<file path="config.mk">
export PLATFORM = sky130hd
export DESIGN_NAME = vga_sync_gen
export DESIGN_NICKNAME = d
export VERILOG_FILES = /design/src/rtl/vga_timing_pkg.sv /design/src/rtl/sync_delay_line.sv /design/src/rtl/vga_sync_gen.sv
export SDC_FILE = /design/constraint.sdc
export NUM_CORES = 1
export LEC_CHECK = 0
export ABC_CLOCK_PERIOD_IN_PS = 2700
export CAP_MARGIN = 20
export CELL_PAD_IN_SITES_DETAIL_PLACEMENT = 1
export CELL_PAD_IN_SITES_GLOBAL_PLACEMENT = 1
export CORE_AREA = 3 3 52 77
export CTS_BUF_LIST = sky130_fd_sc_hd__clkbuf_4
export DETAILED_ROUTE_END_ITERATION = 10
export DIE_AREA = 0 0 55 80
export DONT_BUFFER_PORTS = 1
export PLACE_DENSITY_LB_ADDON = 0.1
export SYNTH_ARGS = -nofsm -noshare
export SYNTH_HDL_FRONTEND = slang
export SYNTH_SLANG_ARGS = --single-unit
export TNS_END_PERCENT = 20
</file>
<file path="constraint.sdc">
create_clock -name i_Clk -period 2.7 [get_ports i_Clk]
set_input_delay 0.81 -clock i_Clk [delete_from_list [all_inputs] [get_ports i_Clk]]
set_output_delay 0.81 -clock i_Clk [all_outputs]
set_load 0.05 [all_outputs]
</file>
<file path="src/rtl/vga_timing_pkg.sv">
// ---------------------------------------------------------------------------
// vga_timing_pkg
//   Shared 640x480@60 raster constants, the coordinate type and the run-state
//   encoding. The renderer takes ACTIVE_COLS/ACTIVE_ROWS from here as well, so
//   both sides of the pipeline agree on the visible area.
// ---------------------------------------------------------------------------
package vga_timing_pkg;

  // Coordinate width: 10 bits covers 0..799 columns and 0..524 rows.
  localparam int COORD_W = 10;

  localparam int ACTIVE_COLS   = 640;
  localparam int ACTIVE_ROWS   = 480;
  localparam int TOTAL_COLS    = 800;
  localparam int TOTAL_ROWS    = 525;
  localparam int H_FRONT_PORCH = 16;
  localparam int H_SYNC_WIDTH  = 96;
  localparam int V_FRONT_PORCH = 10;
  localparam int V_SYNC_WIDTH  = 2;

  typedef logic [COORD_W-1:0] coord_t;

  typedef enum logic {
    IDLE = 1'b0,
    RUN  = 1'b1
  } run_state_e;

  // True when lo <= value <= hi (unsigned coordinate compare).
  function automatic logic in_window(coord_t value, coord_t lo, coord_t hi);
    return (value >= lo) && (value <= hi);
  endfunction

endpackage

</file>
<file path="src/rtl/sync_delay_line.sv">
// ---------------------------------------------------------------------------
// sync_delay_line
//   WIDTH-bit shift register of DEPTH stages used to retime the raw sync
//   decodes so they line up with the renderer's registered colour outputs.
//   DEPTH = 0 is a straight wire. Every stage resets to all-ones, which is
//   the inactive level of the active-low syncs.
//
//   Ports:
//     i_Clk   pixel clock, rising edge
//     i_Rst   asynchronous, active-high reset
//     i_data  raw bits entering the line
//     o_data  bits delayed by DEPTH clocks
// ---------------------------------------------------------------------------
module sync_delay_line #(
  parameter int WIDTH = 2,
  parameter int DEPTH = 1
) (
  input  logic             i_Clk,
  input  logic             i_Rst,
  input  logic [WIDTH-1:0] i_data,
  output logic [WIDTH-1:0] o_data
);

  generate
    if (DEPTH == 0) begin : g_pass
      assign o_data = i_data;
    end else begin : g_shift
      logic [DEPTH-1:0][WIDTH-1:0] r_stage;

      // NOTE: every stage gets an explicit reset value; without it the
      // connector would see undefined sync levels until DEPTH clocks after
      // reset.
      always_ff @(posedge i_Clk or posedge i_Rst) begin
        if (i_Rst) begin
          r_stage <= '1;
        end else begin
          // NOTE: non-blocking assignments let every stage sample the old
          // value of its neighbour, so this really is a shift, not a copy.
          r_stage[0] <= i_data;
          for (int i = 1; i < DEPTH; i++) begin
            r_stage[i] <= r_stage[i-1];
          end
        end
      end

      assign o_data = r_stage[DEPTH-1];
    end
  endgenerate

endmodule

</file>
<file path="src/rtl/vga_sync_gen.sv">
// ---------------------------------------------------------------------------
// vga_sync_gen
//   Raster timing generator for the 640x480 pipeline. After reset a two-state
//   run FSM starts the column/row counters; active-video, frame-start and the
//   raw syncs are decoded from the registered counters, and the syncs are
//   retimed by SYNC_DELAY (0..4) clocks to match the renderer's colour
//   register.
//
//   Ports:
//     i_Clk          pixel clock, rising edge
//     i_Rst          asynchronous, active-high reset
//     o_col_num      current column, 0..TOTAL_COLS-1
//     o_row_num      current row, 0..TOTAL_ROWS-1
//     o_active       inside the visible area (aligned with the counters)
//     o_frame_start  one-cycle pulse at column 0, row 0
//     o_HSync        horizontal sync, active-low, delayed SYNC_DELAY clocks
//     o_VSync        vertical sync, active-low, delayed SYNC_DELAY clocks
// ---------------------------------------------------------------------------
module vga_sync_gen #(
  parameter int ACTIVE_COLS   = vga_timing_pkg::ACTIVE_COLS,
  parameter int ACTIVE_ROWS   = vga_timing_pkg::ACTIVE_ROWS,
  parameter int TOTAL_COLS    = vga_timing_pkg::TOTAL_COLS,
  parameter int TOTAL_ROWS    = vga_timing_pkg::TOTAL_ROWS,
  parameter int H_FRONT_PORCH = vga_timing_pkg::H_FRONT_PORCH,
  parameter int H_SYNC_WIDTH  = vga_timing_pkg::H_SYNC_WIDTH,
  parameter int V_FRONT_PORCH = vga_timing_pkg::V_FRONT_PORCH,
  parameter int V_SYNC_WIDTH  = vga_timing_pkg::V_SYNC_WIDTH,
  parameter int SYNC_DELAY    = 1
) (
  input  logic                               i_Clk,
  input  logic                               i_Rst,
  output logic [vga_timing_pkg::COORD_W-1:0] o_col_num,
  output logic [vga_timing_pkg::COORD_W-1:0] o_row_num,
  output logic                               o_active,
  output logic                               o_frame_start,
  output logic                               o_HSync,
  output logic                               o_VSync
);

  import vga_timing_pkg::*;

  localparam coord_t COL_LAST  = coord_t'(TOTAL_COLS - 1);
  localparam coord_t ROW_LAST  = coord_t'(TOTAL_ROWS - 1);
  localparam coord_t COL_VIS   = coord_t'(ACTIVE_COLS);
  localparam coord_t ROW_VIS   = coord_t'(ACTIVE_ROWS);
  localparam coord_t HS_FIRST  = coord_t'(ACTIVE_COLS + H_FRONT_PORCH);
  localparam coord_t HS_LAST   = coord_t'(ACTIVE_COLS + H_FRONT_PORCH + H_SYNC_WIDTH - 1);
  localparam coord_t VS_FIRST  = coord_t'(ACTIVE_ROWS + V_FRONT_PORCH);
  localparam coord_t VS_LAST   = coord_t'(ACTIVE_ROWS + V_FRONT_PORCH + V_SYNC_WIDTH - 1);

  run_state_e r_run;
  run_state_e run_next;
  logic       running;

  coord_t     r_col_num;
  coord_t     r_row_num;

  logic       hsync_raw;
  logic       vsync_raw;
  logic [1:0] sync_dly;

  // Run FSM: state register.
  always_ff @(posedge i_Clk or posedge i_Rst) begin
    if (i_Rst) begin
      r_run <= IDLE;
    end else begin
      r_run <= run_next;
    end
  end

  // Run FSM: next state. Leaves IDLE on the first edge after reset release
  // and stays in RUN until the next reset.
  always_comb begin
    // NOTE: defaulting every always_comb output first keeps any path that
    // forgets an assignment from inferring a latch.
    run_next = r_run;
    unique case (r_run)
      IDLE:    run_next = RUN;
      RUN:     run_next = RUN;
      default: run_next = IDLE;
    endcase
  end

  // Run FSM: output decode.
  always_comb begin
    running = (r_run == RUN);
  end

  // Raster counters. They hold at 0 in IDLE, so the first RUN cycle still
  // presents column 0, row 0.
  always_ff @(posedge i_Clk or posedge i_Rst) begin
    if (i_Rst) begin
      r_col_num <= '0;
      r_row_num <= '0;
    end else if (running) begin
      if (r_col_num == COL_LAST) begin
        r_col_num <= '0;
        if (r_row_num == ROW_LAST) begin
          r_row_num <= '0;
        end else begin
          r_row_num <= r_row_num + coord_t'(1);
        end
      end else begin
        r_col_num <= r_col_num + coord_t'(1);
      end
    end
  end

  // Decodes of the registered counters, all forced inactive while idle.
  always_comb begin
    o_active      = 1'b0;
    o_frame_start = 1'b0;
    hsync_raw     = 1'b1;
    vsync_raw     = 1'b1;
    if (running) begin
      o_active      = (r_col_num < COL_VIS) && (r_row_num < ROW_VIS);
      o_frame_start = (r_col_num == '0) && (r_row_num == '0);
      hsync_raw     = !in_window(r_col_num, HS_FIRST, HS_LAST);
      vsync_raw     = !in_window(r_row_num, VS_FIRST, VS_LAST);
    end
  end

  sync_delay_line #(
    .WIDTH (2),
    .DEPTH (SYNC_DELAY)
  ) u_sync_delay (
    .i_Clk  (i_Clk),
    .i_Rst  (i_Rst),
    .i_data ({hsync_raw, vsync_raw}),
    .o_data (sync_dly)
  );

  assign o_col_num = r_col_num;
  assign o_row_num = r_row_num;
  assign o_HSync   = sync_dly[1];
  assign o_VSync   = sync_dly[0];

endmodule

</file>
# Word-level counts from Yosys, hierarchy flattened

Index checks and enable logic that the tools add are counted.

Input port bits: 2
Bits in registers: 23
Output and inout port bits: 24
Logic and storage cells: 29

$add $sub $neg: 2
Muxes and demuxes: 6
Equality and inequality tests: 2
$lt $le $gt $ge: 6
Reduce and logical (&&, ||, !) cells: 9

Operators by type and width:

| operator                | number |
|---|---|
| $add A10 B1 Y10 const B | 2 |
| $eq A10 B10 Y1 const B  | 2 |
| $logic_not A10 Y1       | 2 |
| $mux W10                | 2 |
| $ge A10 B10 Y1 const B  | 1 |
| $ge A10 B9 Y1 const B   | 1 |
| $le A10 B10 Y1 const B  | 1 |
| $le A10 B9 Y1 const B   | 1 |
| $lt A10 B10 Y1 const B  | 1 |
| $lt A10 B9 Y1 const B   | 1 |
| $logic_and A1 B1 Y1     | 4 |
| $mux W1                 | 4 |
| $logic_not A1 Y1        | 2 |
| $reduce_and A2 Y1       | 1 |

# Logic depth before layout (Yosys ltp)

Depth in word-level cells: 4
Depth in mapped cells: 6
Mapped depth without buffers: 6

# Cells and area by module

Synthesis repeated with hierarchy kept, for this count alone.

Cells, all modules: 127
Area, all modules: 1267.5 sq um

Modules (own cells, without submodules):

| module          | instances | sequential area each (sq um) | area each (sq um) | cells each |
|---|---|---|---|---|
| vga_sync_gen    | 1         | 525.5                        | 1211.2            | 124 |
| sync_delay_line | 1         | 52.6                         | 56.3              | 3 |

# Worst setup path before layout

No wires, ideal clock.

Path type: flip-flop to output port
From: reg r_col_num[7], in the netlist o_col_num[7]
To: out o_frame_start
Buffers on the path: 0
Data arrival time: 2.377 ns
Stages on the path, launching flop included: 3
Setup slack: -0.487 ns
Data required time: 1.890 ns
Path through: dfrtp_1 -> or4_2 -> nor3_1

Cells in the longest elaborated chain, start to end: 3

Ends and longest elaborated chain:

| what                   | RTL line            | source |
|---|---|---|
| from (decl)            | vga_sync_gen.sv:55  | `coord_t r_col_num;` |
| from (signal assigned) | vga_sync_gen.sv:104 | `r_col_num <= r_col_num + coord_t'(1);` |
| $logic_not A10 Y1      | vga_sync_gen.sv:117 | `o_frame_start = (r_col_num == '0) && (r_row_num == '0);` |
| $logic_and A1 B1 Y1    | vga_sync_gen.sv:117 |  |
| $mux W1                | vga_sync_gen.sv:115 | `if (running) begin` |
| to (decl)              | vga_sync_gen.sv:35  | `output logic o_frame_start,` |

Every way passes these cells.

# Worst setup path in the final report

From: reg r_row_num[5], in the netlist o_row_num[5]
To: out o_frame_start

Cells in the longest elaborated chain, start to end: 3

Ends and longest elaborated chain:

| what                   | RTL line            | source |
|---|---|---|
| from (decl)            | vga_sync_gen.sv:56  | `coord_t r_row_num;` |
| from (signal assigned) | vga_sync_gen.sv:101 | `r_row_num <= r_row_num + coord_t'(1);` |
| $logic_not A10 Y1      | vga_sync_gen.sv:117 |  |
| $logic_and A1 B1 Y1    | vga_sync_gen.sv:117 |  |
| $mux W1                | vga_sync_gen.sv:115 |  |

Every way passes these cells.

==> results.sh <==
export IMPL_status="finished, final reports clean"
export IMPL_antenna_left=0
export IMPL_ys_types=40
export IMPL_slew_violations=0
export IMPL_yosys_register_bits=23
export IMPL_antennaDiodeCount=0
export IMPL_syn_area_per_cell_um2=10.02
export IMPL_fillers=399
export IMPL_yosysSeqAreaShare_pct=45.79
export IMPL_drv_cap=0
export IMPL_cts_max_path_buffers=2
export IMPL_worstSetupPathType="flip-flop to output pin"
export IMPL_dieWidth_um=55
export IMPL_synthTopCellsByArea="dfrtp_1 42%, dfstp_2 4.2%, xnor2_1 4.2%, ha_1 4.0%, o21ai_0 4.0%"
export IMPL_grt_pass1_vias=1185
export IMPL_synth_fp_nets=132
export IMPL_post_dp_hpwl_mm=2.770
export IMPL_worst_path_max_fanout=7
export IMPL_finalHoldViolCount=0
export IMPL_cts_buffers_inserted=3
export IMPL_cp_num_buf_inv=2
export IMPL_vias=1076
export IMPL_syn_area_um2=1262
export IMPL_drt_initial_drc_count=14
export IMPL_viasPerCell=5.546
export IMPL_ys_flop_type="dfrtp_1"
export IMPL_rsz0062_at_grt="no"
export IMPL_finalWorstSetupSlack_ns=0.1622
export IMPL_synth_edf_count=0
export IMPL_nets=159
export IMPL_place_ws_ns=0.3733
export IMPL_fin_crit_sh_pct=93.99
export IMPL_relSlewSlack_pct=56.78
export IMPL_place_gp_congestion=0.7606
export IMPL_postSynthCellCount=126
export IMPL_initial_core_util_pct=36.61
export IMPL_final_common_cell="buf_4"
export IMPL_worstPathArrival_ns=1.73
export IMPL_grt_usage_pct=18.45
export IMPL_min_path_type="input port to asynchronous set/reset pin"
export IMPL_io_pin_count=26
export IMPL_drive_gt1_share_pct=27.63
export IMPL_cp_required_ns=1.89
export IMPL_htreeDepth=1
export IMPL_crit_chain="nor4_1 -> buf_4 -> nand4_1 -> nor3_4 -> buf_12"
export IMPL_core_um2=3448
export IMPL_placed_cell_area_um2=1505
export IMPL_max_stage_delay_ns=0.48
export IMPL_die_y_um=80
export IMPL_fmax_mhz=394.0
export IMPL_overflow=0
export IMPL_power_density_nw_per_um2=640.5
export IMPL_drc=0
export IMPL_dieArea_um2=4400
export IMPL_finClkSkew_ns=0.009925
export IMPL_portBuffers=0
export IMPL_postCtsSetupBuffers=0
export IMPL_wl_per_cell_um=18.17
export IMPL_min_period_ns=2.538
export IMPL_endpoint_kind="output pin"
export IMPL_fin_tns_setup_ns=0
export IMPL_cts_clk_slew_worst_paths_ns=0.14
export IMPL_critical_path_top_delay_family="simple AND/OR/NAND/NOR gates"
export IMPL_cp_slowest_cell="dfrtp_2"
export IMPL_seq_power_share_pct=40.7
export IMPL_tightest_slew_ns=0.6434
export IMPL_yosysWarnings=0
export IMPL_ctsHoldBuffers=0
export IMPL_combPwrFrac_pct=41.1
export IMPL_setup_viol=0
export IMPL_final_cell_mix="24 x buf_4, 20 x dfrtp_1, 10 x nand2_1, 10 x o21ai_0, 8 x nand3_1"
export IMPL_antenna_found_initial=0
export IMPL_netlist_area_leader_share_pct=41.63
export IMPL_start_kind="flip-flop"
export IMPL_clock_insertion_delay_worst_skew_ns=0.32
export IMPL_p_clk_share_pct=18.2
export IMPL_rows=26
export IMPL_syn_to_final_growth_pct=22.60
export IMPL_p_sw_share_pct=42.49
export IMPL_ys_async_sr_fraction_pct=100.0
export IMPL_grt_pass1_wl_mm=5.754
export IMPL_utilization_pct=44.88
export IMPL_peakVddDrop_mv=0.5141
export IMPL_yosys_area_top_type="dfrtp_1"
export IMPL_cts_tree="done"
export IMPL_first_pass_iters=3
export IMPL_p_int_uw=570.1
export IMPL_cts_root_buf="clkbuf_4"
export IMPL_wl_mm=3.525
export IMPL_switchingPower_uw=421.3
export IMPL_stdcell_area_um2=1548
export IMPL_cts_sinks=23
export IMPL_grt_max_degree=24
export IMPL_p_leak_uw=0.0006998
## worst register-to-register path: stages, from the launching register on
cell and delay, ns:
dfrtp_1 0.38, buf_4 0.21, ha_1 0.25, nand4_1 0.23, nor3_1 0.61, buf_4 0.26
nand2_1 0.05, o21ai_0 0.18
## what timing repair did
| action | in CTS | in global routing |
|---|---|---|
| setup endpoints to repair | 1 | 1 |
| gates resized for setup | 1 | 3 |
| pin swaps | 0 | 1 |
## worst paths after layout
| path | from | end | slack [ns] | cells past startpoint |
|---|---|---|---|---|
| max in group asynchronous | i_Rst | u_sync_delay.o_data[0]$_DFF_PP1_ | 2.00 | 2 |
| setup reg to reg | o_col_num[1]$_DFFE_PP0P_ | o_row_num[3]$_DFFE_PP0P_ | 0.45 | 7 |
| min in group i_Clk | o_row_num[5]$_DFFE_PP0P_ | o_row_num[5]$_DFFE_PP0P_ | 0.55 | 1 |
| setup / recovery | o_row_num[5]$_DFFE_PP0P_ | o_frame_start | 0.16 | 5 |
| hold reg to reg | o_row_num[5]$_DFFE_PP0P_ | o_row_num[5]$_DFFE_PP0P_ | 0.55 | 1 |
| hold / removal | i_Rst | o_row_num[8]$_DFFE_PP0P_ | 0.40 | 2 |
## logic make-up after synthesis
| family | synth area share [%] |
|---|---|
| AOI/OAI and AO/OA | 9.317 |
| xor gates and xnor gates | 6.937 |
| adders and majority gates | 3.964 |
| buffers and inverters | 3.172 |
| DFF | 45.79 |
| muxes | 1.784 |
| other | 0.2970 |
| and+or+nand+nor | 28.74 |
## power by group through the flow
| stage | Combinational (uW) | Sequential (uW) | Clock, uW |
|---|---|---|---|
| after floorplan | 146 | 561 | 0 |
| after global placement | 397 | 406 | 0 |
| after detailed placement | 404 | 408 | 0 |
| after CTS | 408 | 404 | 187 |
| after global routing | 434 | 410 | 204 |
| final | 407 | 404 | 180 |
## flip-flops by register name, summed over array words and instances (netlist names)
name	cells
o_col_num	10
o_row_num	10
u_sync_delay.o_data	2
r_run	1
## metrics by stage
stage                     hold WS [ns]  cells  power (uW)
final                           0.4013    194       991.4
after global routing            0.3962    194        1047
after CTS                       0.4001    194       999.0
after detailed placement        0.5666    190       811.7
after global placement          0.5614    190       802.9
after floorplan                 0.5926    126       706.8
## cells in the mapped netlist (3+ instances only)
| cell | number |
|---|---|
| dfrtp_1 | 21 |
| nand2_1 | 10 |
| o21ai_0 | 10 |
| nand3_1 | 8 |
| nor2_1 | 7 |
| xnor2_1 | 6 |
| inv_1 | 5 |
| nand4_1 | 5 |
| and3_1 | 4 |
| ha_1 | 4 |
| nor3_1 | 4 |
| xor2_1 | 4 |
| a31oi_1 | 3 |
| nor4b_1 | 3 |
## final cells by class
| type | count | area [um^2] | share of cell area, % |
|---|---|---|---|
| Clock buffer | 4 | 30.03 | 1.940 |
| Sequential cell | 23 | 579.3 | 37.43 |
| Tap cell | 42 | 52.55 | 3.395 |
| Timing Repair Buffer | 25 | 200.2 | 12.93 |
| Multi-Input combinational cell | 95 | 666.9 | 43.09 |
| Inverter | 5 | 18.77 | 1.213 |
## routing by layer
| layer | GRT usage [%] | part of all wire (%) | vias to the layer above |
|---|---|---|---|
| met5 | 0 | 0 | - |
| met4 | 6.569 | 1.6 | 0 |
| met3 | 2.430 | 4.0 | 5 |
| met2 | 33.65 | 55 | 21 |
| met1 | 20.61 | 39 | 536 |
| li1 | - | - | 514 |
(Power assumes the default switching activity.)
